File: config.mk
export PLATFORM = sky130hd
export DESIGN_NAME = channel_output_compare
export DESIGN_NICKNAME = d
export VERILOG_FILES = /design/src/rtl/channel_output_compare_pkg.sv /design/src/rtl/channel_output_compare_deadtime_gen.sv /design/src/rtl/channel_output_compare.sv
export SDC_FILE = /design/constraint.sdc
export NUM_CORES = 1
export LEC_CHECK = 0
export ABC_AREA = 1
export BUFFER_PORTS_ARGS = -buffer_cell sky130_fd_sc_hd__buf_4
export CORE_ASPECT_RATIO = 0.6
export CORE_MARGIN = 3
export CORE_UTILIZATION = 60
export CTS_CLUSTER_SIZE = 28
export DETAILED_ROUTE_END_ITERATION = 8
export MAX_ROUTING_LAYER = met4
export PLACE_DENSITY = 0.88
export SETUP_SLACK_MARGIN = 0.4
export SLEW_MARGIN = 20
export SYNTH_ARGS = -nofsm -noshare
export SYNTH_HDL_FRONTEND = slang
export SYNTH_HIERARCHICAL = 1
export SYNTH_SLANG_ARGS = --single-unit
File: constraint.sdc
create_clock -name pe_cap_clk -period 2.9 [get_ports pe_cap_clk]
set_input_delay 0.29 -clock pe_cap_clk [delete_from_list [all_inputs] [get_ports pe_cap_clk]]
set_output_delay 0.29 -clock pe_cap_clk [all_outputs]
set_load 0.02 [all_outputs]
File: src/rtl/channel_output_compare_pkg.sv
// Shared encodings for the advtim channel-1 output-compare slice: compare modes,
// dead-time FSM state codes and the reference-waveform update rule.
package channel_output_compare_pkg;

   localparam int unsigned CW_DEF  = 16;
   localparam int unsigned DTW_DEF = 8;

   localparam logic [2:0] OCM_FROZEN   = 3'b000;
   localparam logic [2:0] OCM_PWM      = 3'b001;
   localparam logic [2:0] OCM_TOGGLE   = 3'b010;
   localparam logic [2:0] OCM_FORCE_LO = 3'b011;
   localparam logic [2:0] OCM_FORCE_HI = 3'b100;

   localparam logic [2:0] DT_IDLE = 3'd0;
   localparam logic [2:0] DT_P_ON = 3'd1;
   localparam logic [2:0] DT_N_ON = 3'd2;
   localparam logic [2:0] DT_DT_P = 3'd3;
   localparam logic [2:0] DT_DT_N = 3'd4;

   // Next oc1ref value; in pwm a coincident last hit wins, toggle inverts once.
   function automatic logic oc_next_ref(input logic [2:0] mode, input logic cur,
                                        input logic first_hit, input logic last_hit);
      case (mode)
         OCM_PWM:      return last_hit ? 1'b0 : (first_hit ? 1'b1 : cur);
         OCM_TOGGLE:   return (first_hit | last_hit) ? ~cur : cur;
         OCM_FORCE_LO: return 1'b0;
         OCM_FORCE_HI: return 1'b1;
         default:      return cur;
      endcase
   endfunction

endpackage

File: src/rtl/channel_output_compare_deadtime_gen.sv
// Complementary output driver for oc1ref with programmable dead time between
// the main (oc1p) and complementary (oc1n) phases.
module channel_deadtime_gen
   import channel_output_compare_pkg::*;
#(
   parameter int unsigned DTW = DTW_DEF
) (
   input  logic           pe_cap_clk,
   input  logic           pe_cap_rstn,
   input  logic           clr,
   input  logic           timing_enable,
   input  logic           oc1ref,
   input  logic [DTW-1:0] r_dtg,
   input  logic           r_oc1ne,
   output logic           oc1p,
   output logic           oc1n
);

   logic [2:0]     state, state_nxt;
   logic [DTW-1:0] dt_cnt, dt_nxt;
   logic [DTW-1:0] dt_load;
   logic           dtg_zero;

   assign dt_load  = r_dtg - DTW'(1);
   assign dtg_zero = (r_dtg == '0);

   // A reference change during a dead-time gap restarts the gap toward the new side.
   always_comb begin
      state_nxt = state;
      dt_nxt    = dt_cnt;
      if (!timing_enable) begin
         state_nxt = DT_IDLE;
         dt_nxt    = '0;
      end else begin
         case (state)
            DT_IDLE: state_nxt = oc1ref ? DT_P_ON : DT_N_ON;
            DT_N_ON, DT_DT_N: begin
               if (oc1ref) begin
                  state_nxt = dtg_zero ? DT_P_ON : DT_DT_P;
                  dt_nxt    = dt_load;
               end else if (state == DT_DT_N) begin
                  if (dt_cnt == '0) state_nxt = DT_N_ON;
                  else              dt_nxt    = dt_cnt - DTW'(1);
               end
            end
            DT_P_ON, DT_DT_P: begin
               if (!oc1ref) begin
                  state_nxt = dtg_zero ? DT_N_ON : DT_DT_N;
                  dt_nxt    = dt_load;
               end else if (state == DT_DT_P) begin
                  if (dt_cnt == '0) state_nxt = DT_P_ON;
                  else              dt_nxt    = dt_cnt - DTW'(1);
               end
            end
            default: begin
               state_nxt = DT_IDLE;
               dt_nxt    = '0;
            end
         endcase
      end
   end

   always_ff @(posedge pe_cap_clk or negedge pe_cap_rstn) begin
      if (!pe_cap_rstn) begin
         state  <= DT_IDLE;
         dt_cnt <= '0;
      end else if (clr) begin
         state  <= DT_IDLE;
         dt_cnt <= '0;
      end else begin
         state  <= state_nxt;
         dt_cnt <= dt_nxt;
      end
   end

   assign oc1p = (state == DT_P_ON);
   assign oc1n = (state == DT_N_ON) & r_oc1ne;

endmodule

File: src/rtl/channel_output_compare.sv
// Channel-1 output compare: compare-register shadows, first/last match against
// the shared counters, oc1ref generation and the complementary output stage.
module channel_output_compare
   import channel_output_compare_pkg::*;
#(
   parameter int unsigned CW  = CW_DEF,
   parameter int unsigned DTW = DTW_DEF
) (
   input  logic           pe_cap_clk,
   input  logic           pe_cap_rstn,
   input  logic           pe_cap_logic_clr,
   input  logic           timing_enable,
   input  logic [CW-1:0]  arr_cnt,
   input  logic [CW-1:0]  rcr_cnt,
   input  logic           update_evt,
   input  logic [2:0]     r_oc1m,
   input  logic           r_oc1pe,
   input  logic           r_oc1ne,
   input  logic [CW-1:0]  r_ofc,
   input  logic [CW-1:0]  r_olc,
   input  logic [CW-1:0]  r_ofr,
   input  logic [CW-1:0]  r_olr,
   input  logic [DTW-1:0] r_dtg,
   output logic           oc1ref,
   output logic           oc1p,
   output logic           oc1n,
   output logic           oc1_first_match,
   output logic           oc1_last_match
);

   logic [CW-1:0] ofc_sh, olc_sh, ofr_sh, olr_sh;
   logic          first_hit, last_hit;

   // Matches in an update cycle still see the old shadow values.
   always_ff @(posedge pe_cap_clk or negedge pe_cap_rstn) begin
      if (!pe_cap_rstn) begin
         ofc_sh <= '0;
         olc_sh <= '0;
         ofr_sh <= '0;
         olr_sh <= '0;
      end else if (pe_cap_logic_clr) begin
         ofc_sh <= '0;
         olc_sh <= '0;
         ofr_sh <= '0;
         olr_sh <= '0;
      end else if (!r_oc1pe || update_evt) begin
         ofc_sh <= r_ofc;
         olc_sh <= r_olc;
         ofr_sh <= r_ofr;
         olr_sh <= r_olr;
      end
   end

   assign first_hit = timing_enable & (arr_cnt == ofc_sh) & (rcr_cnt == ofr_sh);
   assign last_hit  = timing_enable & (arr_cnt == olc_sh) & (rcr_cnt == olr_sh);

   always_ff @(posedge pe_cap_clk or negedge pe_cap_rstn) begin
      if (!pe_cap_rstn) begin
         oc1ref          <= 1'b0;
         oc1_first_match <= 1'b0;
         oc1_last_match  <= 1'b0;
      end else if (pe_cap_logic_clr) begin
         oc1ref          <= 1'b0;
         oc1_first_match <= 1'b0;
         oc1_last_match  <= 1'b0;
      end else begin
         oc1ref          <= oc_next_ref(r_oc1m, oc1ref, first_hit, last_hit);
         oc1_first_match <= first_hit;
         oc1_last_match  <= last_hit;
      end
   end

   channel_deadtime_gen #(.DTW(DTW)) u_deadtime (
      .pe_cap_clk    (pe_cap_clk),
      .pe_cap_rstn   (pe_cap_rstn),
      .clr           (pe_cap_logic_clr),
      .timing_enable (timing_enable),
      .oc1ref        (oc1ref),
      .r_dtg         (r_dtg),
      .r_oc1ne       (r_oc1ne),
      .oc1p          (oc1p),
      .oc1n          (oc1n)
   );

endmodule
# Word level (Yosys, flattened, before mapping)
# Index checks and enable logic that the tools add are counted.
[word_totals] ramBits=0 latch_bits=0 n_memories=0 register_bits=78 out_inout_bits=5 mem_bits_ro=0
[op_classes] bitwise_logic=7 add_sub_neg=2 mux=35 n_shift=0 div=0 n_lt_le_gt_ge=0 n_reduce_logical=12 multipliers=0 eq_ne=19
[op_table] operator="16-bit 2-to-1 mux" n=8
[op_table] operator="16-bit equality test" n=4
[op_table] operator="8-bit 2-to-1 mux" n=7
[op_table] operator="3-bit 2-to-1 mux" n=9
[op_table] operator="8-bit case mux with 3 select lines" n=1
[op_table] operator="5-bit by 4-bit inequality test with 1-bit output, second input constant" n=4
[op_table] operator="8-bit logical NOT" n=2
[op_table] operator="8-bit by 1-bit subtractor with 8-bit output, second input constant" n=2
[op_table] operator="3-bit by 2-bit equality test with 1-bit output, second input constant" n=4
[op_table] operator="3-bit case mux with 3 select lines" n=1
[op_table] operator="3-bit by 1-bit equality test with 1-bit output, second input constant" n=2
[op_table] operator="3-bit equality test, second input constant" n=2
[op_table] operator="1-bit 2-to-1 mux" n=6
[op_table] operator="3-bit inequality test, second input constant" n=2
[op_table] operator="3-bit AND reduction" n=2
[op_table] operator="1-bit bitwise AND" n=5
[op_table] operator="5-bit nonzero test" n=1
[op_table] operator="2-bit 2-to-1 mux" n=2
[op_table] operator="4-bit inequality test, second input constant" n=1
[op_table] operator="1-bit case mux with 4 select lines" n=1
[op_table] operator="4-bit AND reduction" n=1
[op_table] operator="2-bit OR reduction" n=2
[op_table] operator="3-bit logical NOT" n=1
[op_table] operator="2-bit nonzero test" n=1
[op_table] operator="other kinds (4)" n=4

# Logic depth before layout (Yosys ltp)
[depth] depth_word=7 depth_mapped=13

# Modules after synthesis
# The synthesis kept the hierarchy.
[modules_own_cells] mod="channel_output_compare" cells_per_inst=631 n_inst=1 area_per_inst_um2=4226.6
[modules_own_cells] mod="channel_deadtime_gen" cells_per_inst=170 n_inst=1 area_per_inst_um2=1121.1

# Worst setup path after synthesis
# OpenSTA, ideal clock, no wires.
[synth_timing] path_kind="register to register" start="register oc1ref" end="register u_deadtime.dt_cnt[0]" setup_slack_ps=1581 arrival_time_ps=1198 setup_time_ps=121 stages_incl_launch_ff=8 synth_period_minus_slack_ps=1319 t_required_ps=2779 path_cell_list="dfrtp_1 -> inv_1 -> nand2_1 -> nand2_4 -> nand3_1 -> nand3_1 -> nand2_1 -> o21ai_2"
[synth_via] elab_chain_cells=4
[synth_lines] element="start, declared" line_no="channel_output_compare.sv:24" text="output logic oc1ref,"
[synth_lines] element="start signal, assigned" line_no="channel_output_compare.sv:67" text="oc1ref <= oc_next_ref(r_oc1m, oc1ref, first_hit, last_hit);"
[synth_lines] element="8-bit 2-to-1 mux, on equally long branches" line_no="channel_output_compare_deadtime_gen.sv:47, channel_output_compare_deadtime_gen.sv:38"
[synth_lines] element="8-bit case mux with 3 select lines" line_no="channel_output_compare_deadtime_gen.sv:35" text="case (state)"
[synth_lines] element="8-bit 2-to-1 mux" line_no="channel_output_compare_deadtime_gen.sv:31" text="if (!timing_enable) begin"
[synth_lines] element="8-bit 2-to-1 mux" line_no="channel_output_compare_deadtime_gen.sv:67" text="end else if (clr) begin"
[synth_lines] element="end signal, assigned" line_no="channel_output_compare_deadtime_gen.sv:72" text="dt_cnt <= dt_nxt;"
[synth_lines] element="end, declared" line_no="channel_output_compare_deadtime_gen.sv:20" text="logic [DTW-1:0] dt_cnt, dt_nxt;"
# Several ways; a longest one is shown, not always the timed one.
# A chain may end at the register's enable or synchronous reset.

# Final worst setup path
[layout_timing] start="register ofc_sh[12]" end="register oc1ref"
[layout_via] elab_chain_cells=6
[layout_lines] element="start, declared" line_no="channel_output_compare.sv:31" text="logic [CW-1:0] ofc_sh, olc_sh, ofr_sh, olr_sh;"
[layout_lines] element="start signal, assigned" line_no="channel_output_compare.sv:47" text="ofc_sh <= r_ofc;"
[layout_lines] element="16-bit equality test (*)" line_no="channel_output_compare.sv:54" text="assign first_hit = timing_enable & (arr_cnt == ofc_sh) & (rcr_cnt == ofr_sh);"
[layout_lines] element="1-bit bitwise AND (*) (2 in series)" line_no="channel_output_compare.sv:54"
[layout_lines] element="1-bit OR" line_no="channel_output_compare_pkg.sv:25" text="OCM_TOGGLE: return (first_hit | last_hit) ? ~cur : cur;"
[layout_lines] element="3-bit inequality test (no source line)"
[layout_lines] element="3-bit AND reduction (no source line) (*)"
# Mark *: on every way between the ends. The rest lies on a longest branch, timed or not.

==> metrics.md <==
| Metric | Value |
|---|---|
| Status | finished clean |
| Initial antenna violation count | 0 |
| Maximum clock frequency | 598 MHz |
| Crit. End Element | flip-flop |
| Pwr dens | 469 nW/um2 |
| Worst Slack Setup Final | 1.23 ns |
| Post-route ant nets | 0 |
| Max-slew violations | 0 |
| Hold slack final | 0.0968 ns |
| Kind of critical path | flip-flop to flip-flop |
| VDD IR-drop max | 0.000370 V |
| Layout cells sized above 1 | 20.3% |
| Max-cap violation count | 0 |
| FF-to-FF End | oc1ref |
| Pre-CTS WS | 0.897 ns |
| DRT Wirelength | 18.4 mm |
| Hold-fix buffers at CTS | 0 |
| Arrival @ worst endpoint | 1.91 ns |
| Total number of vias | 6006 |
| HPWL after DPL | 14.1 mm |
| # IOs | 119 |
| Largest net degree at the start of global routing | 79 |
| Initial DRC count | 740 |
| First-pass GRT wire length | 29.1 mm |
| Die Area | 10100 um2 |
| Gate Count Post-Synth | 801 |
| Final Critical Period | 1.67 ns |
| Die W | 128 um |
| Post-synth EDFFs | 0 |
| Flop2flop setup slack | 1.23 ns |
| Std cell rows | 25 |
| Diode count | 0 |
| Drt first pass iters | 6 |
| Clock tree from TritonCTS | done |
| Root Driver | clkbuf_16 |
| Gpl congestion | 1.06 |
| Post-Syn Area | 5350 um2 |
| Unrepaired setup endpoints after global routing | no |
| #FFs+latches synth | 78 |
| Fraction of registers with async set/reset | 100% |
| Htree depth | 3 |
| Worst min path class | input pin to async pin |
| Syn_area_per_cell | 6.68 um2 |
| Post-CTS resize count | 0 |
| Critical Path Source Type | flip-flop |
| Layout area overhead | 23.7% |
| Final Core Density | 80.1% |
| Worst-margin pin slew | 0.991 ns |
| DRC Markers | 0 |
| Setup repair bufs after CTS | 0 |
| CTS Sinks | 78 |
| Finished Layout Cells | 1025 |
| Number of global-route vias before repair | 5553 |
| CORE AREA | 8260 um2 |
| Syn_nets | 918 |
| Starting Density | 64.8% |
| Final setup vio count | 0 |
| Final Hold Fails | 0 |
| TritonCTS buffer count | 9 |
| Leakage | 3.48 nW |
| Period Utilization, post-route | 57.7% |
| PortBufs | 118 |
| Rel. slew slack | 33.9% |
| Tot GR Track Use | 38.3% |
| Primary FF master, synth | dfrtp_1 |
| CP required | 3.14 ns |
| R2r worst-path depth | 10 |
| Sequential area share after synthesis | 36.5% |
| Die height | 79.1 um |
| Post-synth cell types | 38 |
| Setup TNS Final | 0 ns |
| Max FO, Critical Path | 2 |
| Worst clock skew | 0.00567 ns |
| CTS Buffer Depth | 2 |
| Placed Cells | 1010 |
| Reg2reg start | ofc_sh[12] |
| Clock transition at the registers of the reported paths | 0.06 ns |
| GR Overflow Total | 0 |
| Ys Warns | 6 |
| FILL cells | 585 |
| WL per Instance | 18.0 um |
| Pwr Total | 3.10 mW |
| Fin nets | 1030 |
| Clk_lat worst skew | 0.35 ns |
| Final std cell area, no fill | 6610 um2 |
| Placed Instance Area | 6310 um2 |
| Via density | 5.86 |
## how the worst max path moves through the flow
stage	from	endpoint	slack [ns]	cells past startpoint
floorplan	oc1ref	u_deadtime/dt_cnt[0]	1.58	7
detailed placement	r_oc1pe	olc_sh[3]	0.90	8
CTS	r_oc1pe	olc_sh[3]	1.28	8
global placement	r_oc1pe	olc_sh[5]	1.07	8
global route	ofr_sh[6]	oc1ref	1.04	10
finish	ofc_sh[12]	oc1ref	1.23	10
## flip-flops by register name (all words and copies together) (netlist names)
signal,count
ofc_sh,16
ofr_sh,16
olc_sh,16
olr_sh,16
u_deadtime/dt_cnt,8
u_deadtime/state,3
oc1_first_match,1
oc1_last_match,1
oc1ref,1
## report_power, final
group | switching (mW) | leakage (nW) | total (mW) | internal [mW]
clock network | 0.446 | 0.146 | 1.19 | 0.748
logic | 0.440 | 2.31 | 0.706 | 0.266
registers | 0.0523 | 1.03 | 1.20 | 1.15
total | 0.939 | 3.48 | 3.10 | 2.17
## final cells by class
type / count / area (um2) / area share (%)
inverters: 121 / 457 / 6.91
clock buffers: 11 / 233 / 3.52
clock inverters: 4 / 72.6 / 1.10
flip-flops and latches: 78 / 1950 / 29.5
multi-input cells: 581 / 2850 / 43.1
well taps: 108 / 135 / 2.04
repair buffers: 122 / 916 / 13.9
## per-layer routing
layer | wire [um] | vias up | share of wire [%] | GRT usage (%)
met5 | 0 | - | 0 | -
met4 | 260 | 0 | 1.4 | 7.52
met3 | 2670 | 40 | 14 | 10.6
met2 | 7540 | 460 | 41 | 53.9
met1 | 7950 | 2730 | 43 | 55.6
li1 | - | 2776 | - | -
## critical path, cell delays in order, from the launching register on
cell and delay, ns:
dfrtp_1 0.39, xnor2_1 0.40, nand2_1 0.10, nor2_1 0.13, nand2_1 0.07, nor2_1 0.09, nand3_1 0.11, nand3_2 0.11
nand3_1 0.06, nand2_1 0.07, nor2_1 0.04
## logic make-up (layout without fill, tap and decap cells)
| logic type | after synthesis | in the layout | share of synthesized area [%] |
|---|---|---|---|
| adders and majority gates | 3 | 3 | 0.702 |
| DFF | 78 | 78 | 36.5 |
| xor gates and xnor gates | 28 | 28 | 4.59 |
| buffers and inverters | 142 | 258 | 10.2 |
| AOI/OAI and AO/OA | 97 | 97 | 9.78 |
| and+or+nand+nor | 453 | 453 | 38.2 |
## cell usage after synthesis, drive strengths merged, types with 2 or more instances
| cell type | number | area [um2] |
|---|---|---|
| nor2 | 96 | 387 |
| nand3 | 93 | 498 |
| and2 | 2 | 12.5 |
| ha | 3 | 37.5 |
| a21oi | 5 | 25.0 |
| nor4 | 4 | 25.0 |
| nand4 | 28 | 175 |
| buf | 7 | 28.8 |
| xor2 | 12 | 105 |
| clkinv | 2 | 7.51 |
| clkbuf | 14 | 62.6 |
| xnor2 | 16 | 140 |
| nor3 | 10 | 55.1 |
| dfrtp | 78 | 1950 |
| o21ai | 89 | 475 |
| nand2 | 216 | 861 |
| inv | 119 | 449 |
## placed cells by master (no fill, tap or decap), drive strengths merged, types with 2 or more instances in the layout
master	Yosys	routed
and2	2	2
xnor2	16	16
clkbuf	14	11
inv	119	119
a21oi	5	5
nand2	216	216
bufinv	0	2
buf	7	122
o21ai	89	89
nor2	96	96
nand4	28	28
ha	3	3
clkinv	2	3
dfrtp	78	78
xor2	12	12
nand3	93	93
nor4	4	4
nor3	10	10
No activity file was read; power rests on OpenSTA's default activity.
